<file path="src/rtl/regfile_write_port.sv">
// Write side of the CPU register file: valid/ready write port with byte enables,
// one-hot address decode, a hardwired-zero entry 0 and a sequential clear sweep.
module regfile_write_port #(
  parameter int NUM_REGS = 32,
  parameter int WIDTH    = 32,
  parameter int ADDR_W   = 5
) (
  input  logic                      clk,
  input  logic                      rst,
  input  logic                      wr_valid,
  output logic                      wr_ready,
  input  logic [ADDR_W-1:0]         wr_addr,
  input  logic [WIDTH-1:0]          wr_data,
  input  logic [WIDTH/8-1:0]        wr_be,
  input  logic                      clr_req,
  output logic                      clr_busy,
  output logic                      clr_done,
  output logic [NUM_REGS*WIDTH-1:0] regs_flat
);

  typedef enum logic {IDLE, SWEEP} state_t;

  state_t              state_q, state_d;
  logic [ADDR_W-1:0]   idx_q, idx_d;
  logic                clr_done_q, clr_done_d;
  logic                wr_accept;
  logic [WIDTH-1:0]    be_mask;
  logic [NUM_REGS-1:1] wr_sel;
  logic [NUM_REGS-1:1] sweep_sel;

  assign wr_ready  = (state_q == IDLE);
  assign clr_busy  = (state_q == SWEEP);
  assign clr_done  = clr_done_q;
  assign wr_accept = wr_valid && wr_ready;

  always_ff @(posedge clk) begin
    if (rst) begin
      state_q    <= IDLE;
      idx_q      <= '0;
      clr_done_q <= 1'b0;
    end else begin
      state_q    <= state_d;
      idx_q      <= idx_d;
      clr_done_q <= clr_done_d;
    end
  end

  always_comb begin
    state_d    = state_q;
    idx_d      = idx_q;
    clr_done_d = 1'b0;
    case (state_q)
      IDLE: begin
        // Entry 0 is constant zero, so the sweep starts at index 1.
        if (clr_req) begin
          state_d = SWEEP;
          idx_d   = ADDR_W'(1);
        end
      end
      SWEEP: begin
        if (idx_q == ADDR_W'(NUM_REGS - 1)) begin
          state_d    = IDLE;
          idx_d      = '0;
          clr_done_d = 1'b1;
        end else begin
          idx_d = idx_q + ADDR_W'(1);
        end
      end
      default: begin
        state_d = IDLE;
        idx_d   = '0;
      end
    endcase
  end

  for (genvar gi = 0; gi < WIDTH / 8; gi++) begin : g_be
    assign be_mask[8*gi +: 8] = {8{wr_be[gi]}};
  end

  assign regs_flat[WIDTH-1:0] = '0;

  // Addresses with no matching entry (0 or >= NUM_REGS) select nothing.
  for (genvar gi = 1; gi < NUM_REGS; gi++) begin : g_reg
    logic [WIDTH-1:0] reg_q, reg_d;

    assign wr_sel[gi]    = wr_accept && (wr_addr == ADDR_W'(gi));
    assign sweep_sel[gi] = (state_q == SWEEP) && (idx_q == ADDR_W'(gi));

    always_comb begin
      reg_d = reg_q;
      if (sweep_sel[gi]) begin
        reg_d = '0;
      end else if (wr_sel[gi]) begin
        reg_d = (reg_q & ~be_mask) | (wr_data & be_mask);
      end
    end

    always_ff @(posedge clk) begin
      if (rst) begin
        reg_q <= '0;
      end else begin
        reg_q <= reg_d;
      end
    end

    assign regs_flat[WIDTH*gi +: WIDTH] = reg_q;
  end

endmodule

</file>
<file path="config.mk">
export PLATFORM = sky130hd
export DESIGN_NAME = regfile_write_port
export DESIGN_NICKNAME = d
export VERILOG_FILES = /design/src/rtl/regfile_write_port.sv
export SDC_FILE = /design/constraint.sdc
export NUM_CORES = 2
export LEC_CHECK = 0
export ABC_CLOCK_PERIOD_IN_PS = 2940
export BUFFER_PORTS_ARGS = -buffer_cell sky130_fd_sc_hd__buf_2
export CAP_MARGIN = 20
export CORE_AREA = 2 2 422 424
export DETAILED_ROUTE_END_ITERATION = 10
export DIE_AREA = 0 0 424 426
export REMOVE_ABC_BUFFERS = 1
export SETUP_SLACK_MARGIN = 0.15
export SYNTH_ARGS = -nofsm -noshare
export SYNTH_HDL_FRONTEND = slang
export SYNTH_SLANG_ARGS = --single-unit
</file>
<file path="constraint.sdc">
create_clock -name clk -period 2.94 [get_ports clk]
set_clock_uncertainty 0.2 [all_clocks]
set_input_delay 0.294 -clock clk [delete_from_list [all_inputs] [get_ports clk]]
set_output_delay 0.294 -clock clk [all_outputs]
set_load 0.1 [all_outputs]
</file>
# == Yosys cells after proc, flatten, opt, wreduce, memory -nomap -nowiden ==
# Cells that the tools add are included.
# totals
register_bits,999
latchBits,0
mem_bits_rw,0
rom_bits,0
inputBits,45
output_inout_bits,1027
wordCells,265
memories,0
# op_classes
n_addsub,1
n_mul,0
div_mod_pow,0
n_lt_le_gt_ge,0
n_eq_ne,63
shift,0
muxes,7
n_bitwise,65
n_reduce_logical,95
# op_table
operator,n
$and 32x32->32,32
$or 32x32->32,31
$eq 5x5->1 const B,32
$eq 5x4->1 const B,16
$reduce_or 2->1,32
$logic_and 1x1->1,63
$eq 5x3->1 const B,8
$not 32->32,1
$eq 5x2->1 const B,4
$eq 5x1->1 const B,2
$mux 5,2
$pmux 5 s2,1
$add 5x1->5 const B,1
$mux 1,3
$ne 2x1->1 const B,1
$pmux 1 s2,1
$not 1->1,1

# == Longest topological paths before layout ==
# depth
depth_word,3
ltp_mapped,7
ltp_nobuf,6

# == Worst setup path before layout ==
# No wires, ideal clock.
# synth_path
path_kind,register to register
start,"register state_q, in the netlist clr_busy"
end,register idx_q[3]
setup_ns,0.074
arrival_ns,2.401
required_ns,2.666
slack_ns,0.265
stages_incl_launch_ff,6
n_path_buf,2
synth_period_minus_slack_ns,2.675
cell_sequence,dfxtp_1 buf_2 buf_2 inv_2 or4_1 a31oi_1
# synth_between
elab_chain_len,2
elab_cells_between_ends,3
classes_between,eq/ne: 1; mux: 1; bitwise: 1
# synth_rtl
element,line_no,rtl
start: declaration,23,"state_t state_q, state_d;"
start signal: assignment,42,state_q <= state_d;
$not 1->1 (no source line) *,n/a,
via wr_ready,11,"output logic wr_ready,"
$pmux 5 s2 / $ne 2x1->1 (equally long branches),n/a,
end signal: assignment,43,idx_q <= idx_d;
end: declaration,24,"logic [ADDR_W-1:0] idx_q, idx_d;"
# The timed path passes the listed nets; every way through them passes the cells marked *.
# A chain may end at the register's enable or synchronous reset.

# == Worst setup path after layout ==
# layout_path
start,"register state_q, in the netlist clr_busy"
end,output clr_busy
# layout_rtl
element,line_no,rtl
end: declaration,16,"output logic clr_busy,"
# No word-level cell between the ends.

==> results.yml <==
yosys:
  synthTopCellsByCount: "dfxtp_1, nand3_1, a21oi_1"
  synth_area_leaders: "dfxtp_1, nand3_1, a21oi_1, o21ai_0, o21ai_1"
  synthCells: 4774
  synth_edf_count: 0
  synth_most_common_cell: "dfxtp_1"
  synth-seq-cells: 999
  synth.distinct_cells: 38
  synth_top_area_share_pct: 51.6
  syn_avg_cell_area_um2: 8.12
  synth.largest_area_cell: "dfxtp_1"
  synth_area_mm2: 0.0388
  synth_warnings: 0
  ys_async_sr_fraction_pct: 0
  seq_area_frac_synth_pct: 51.6
  ys.flop_type: "dfxtp_1"
final_layout:
  final_cells: 7942
  drive_gt1_share_pct: 26.2
  synthToLayoutAreaGrowth_pct: 31.6
  layout.nets: 5551
  stdcell_area_mm2: 0.0510
  final_util_pct: 29.0
timing:
  rsz0062_at_grt: "no"
  fmax_ghz: 0.385
  min_period_ns: 2.59
  period_share_pct: 88.3
  setup_viol: 0
  drv_slew: 0
  hold_viol_final: 0
  tightest_slew_ns: 1.20
  max-slew-margin-rel_pct: 20.3
drt:
  wl_met1_um: 84200
  first_pass_iters: 6
  drc: 0
  highest_layer: "met5"
  wl_met2_um: 101000
  routed_wl_um: 224000
  met3WireLength_um: 23200
  vias: 43500
  viasPerCell: 5.47
  wl_per_cell_um: 28.3
  ant_nets: 0
  drt_iter0_markers: 5620
clock_network:
  cts.clk_slew.worst_paths_ns: 0.06
  h-tree-depth: 3
  cts_setup_buffers: 0
  numCtsBuffers: 109
  clk_latency_ns: 0.75
  cts_buffer_depth: 3
  cts_tree: "built"
  cts_root_buffer: "clkbuf_16"
  cts_sinks: 999
die:
  initial_utilization_pct: 22.1
  io_pins: 1072
  die_h_um: 426
  chipWidth_um: 424
  die-area_mm2: 0.181
  core_mm2: 0.176
  core.rowCount: 154
hold_path:
  hp-class: "in -> reg"
  holdPathStages: 4
place:
  dp_hpwl_um: 143000
  gp_congestion: 0.837
  io_buffers: 1039
  dp.cells: 7690
  dpl-instance-area_mm2: 0.0469
run_status:
  status: "complete, no violations"
global_route:
  grt_max_degree: 73
  grt_overflow: 0
  grt_first_pass_wirelength_um: 304000
  grt_use_total_pct: 23.3
  antenna_found_initial: 14
  grt_pass1_vias: 39500
setup_path:
  critPathKind: "reg -> out"
  required_ns: 2.45
  r2r_setup_slack_ns: 0.41
  cp-end-kind: "primary output"
  cp-start-kind: "flip-flop"
  crit_fanout: 19
  critical_path_arrival_ns: 2.10
  reg2reg_depth: 5
pwr:
  p_per_area_mw_per_mm2: 605
  irDropWorstVdd_mv: 0.453
  clkPwrFrac_pct: 47.0
  internal_power_w: 0.0222
  pwr-share-seq_pct: 44.1
  p_switching_w: 0.00865
  power.leakage_nw: 19.4
  swShare_pct: 28.1
  p_comb_share_pct: 8.9
run:
  cap_viol_max_count: 0
==> critical path: stages (launching register included) <==
cell and delay (ns):
dfxtp_1 0.63, buf_4 0.32, buf_4 0.38
==> cells in the final DEF (no fill, tap or decap), types with 25 or more instances in the layout <==
cell type	count
clkbuf_16	110
clkbuf_8	25
conb_1	32
a21oi_1	995
buf_12	69
dfxtp_1	999
dlygate4sd3_1	38
o21ai_1	328
nand3_1	997
buf_2	1036
o21ai_0	666
buf_4	112
==> cells by family (layout without fill, tap and decap cells) <==
family / count (synthesis) / count (layout) / share of synthesized area [%]
AND/OR/NAND/NOR: 1069 / 1069 / 14.5
other: 1 / 42 / 0.00968
buffers and inverters: 676 / 1463 / 7.35
AO/OA/AOI/OAI: 2022 / 2022 / 26.3
adder cells (fa/ha/maj): 7 / 7 / 0.226
flip-flops: 999 / 999 / 51.6
==> per-layer routing <==
layer  track usage (%)  vias up
met3              5.88      766
met4              14.6        4
li1                  -    18400
met2              36.5     3019
met1              28.5    21300
met5                 0        -
==> worst paths after layout <==
kind                                start        end
worst min-delay path             wr_be[0]  flip-flop
worst max register to register   clr_busy  flip-flop
worst min register to register  flip-flop  flip-flop
worst max-delay path             clr_busy   clr_busy
==> cell type report <==
class,count,area [um2]
clock inverters,46,566
inverters,4,15.0
well taps,2340,2930
repair buffers,1255,7790
fillers,18800,125000
clock buffers,158,3180
multi-input cells,3130,16500
diodes,10,25.0
flip-flops and latches,999,20000
==> per-stage QoR <==
stage          power (W)  setup TNS [ns]  setup slack [ns]  hold WS [ns]
2_1_floorplan     0.0149        -2078.31             -3.05         0.163
3_3_place_gp      0.0165               0             0.237         0.257
3_5_place_dp      0.0166               0             0.214         0.263
4_1_cts           0.0310               0             0.177       0.00796
5_1_grt           0.0316               0             0.226        0.0756
6_report          0.0309               0             0.345        0.0771
==> power groups by stage <==
stage | clock network (W) | registers (W) | logic [W]
floorplan | 0 | 0.0142 | 0.000738
global placement | 0 | 0.0139 | 0.00264
detailed placement | 0 | 0.0139 | 0.00265
CTS | 0.0147 | 0.0136 | 0.00270
global route | 0.0152 | 0.0136 | 0.00278
finish | 0.0145 | 0.0136 | 0.00274
==> what timing repair did <==
| action | 4_1_cts | 5_1_grt |
|---|---|---|
| resized for setup | 1 | 1 |
| hold buffers | 38 | 0 |
| setup endpoints to repair | 1 | 33 |
| endpoints found under the hold margin | 429 | 0 |
| cloned | 0 | 0 |
Note: power is estimated with default switching activity, not from simulation.
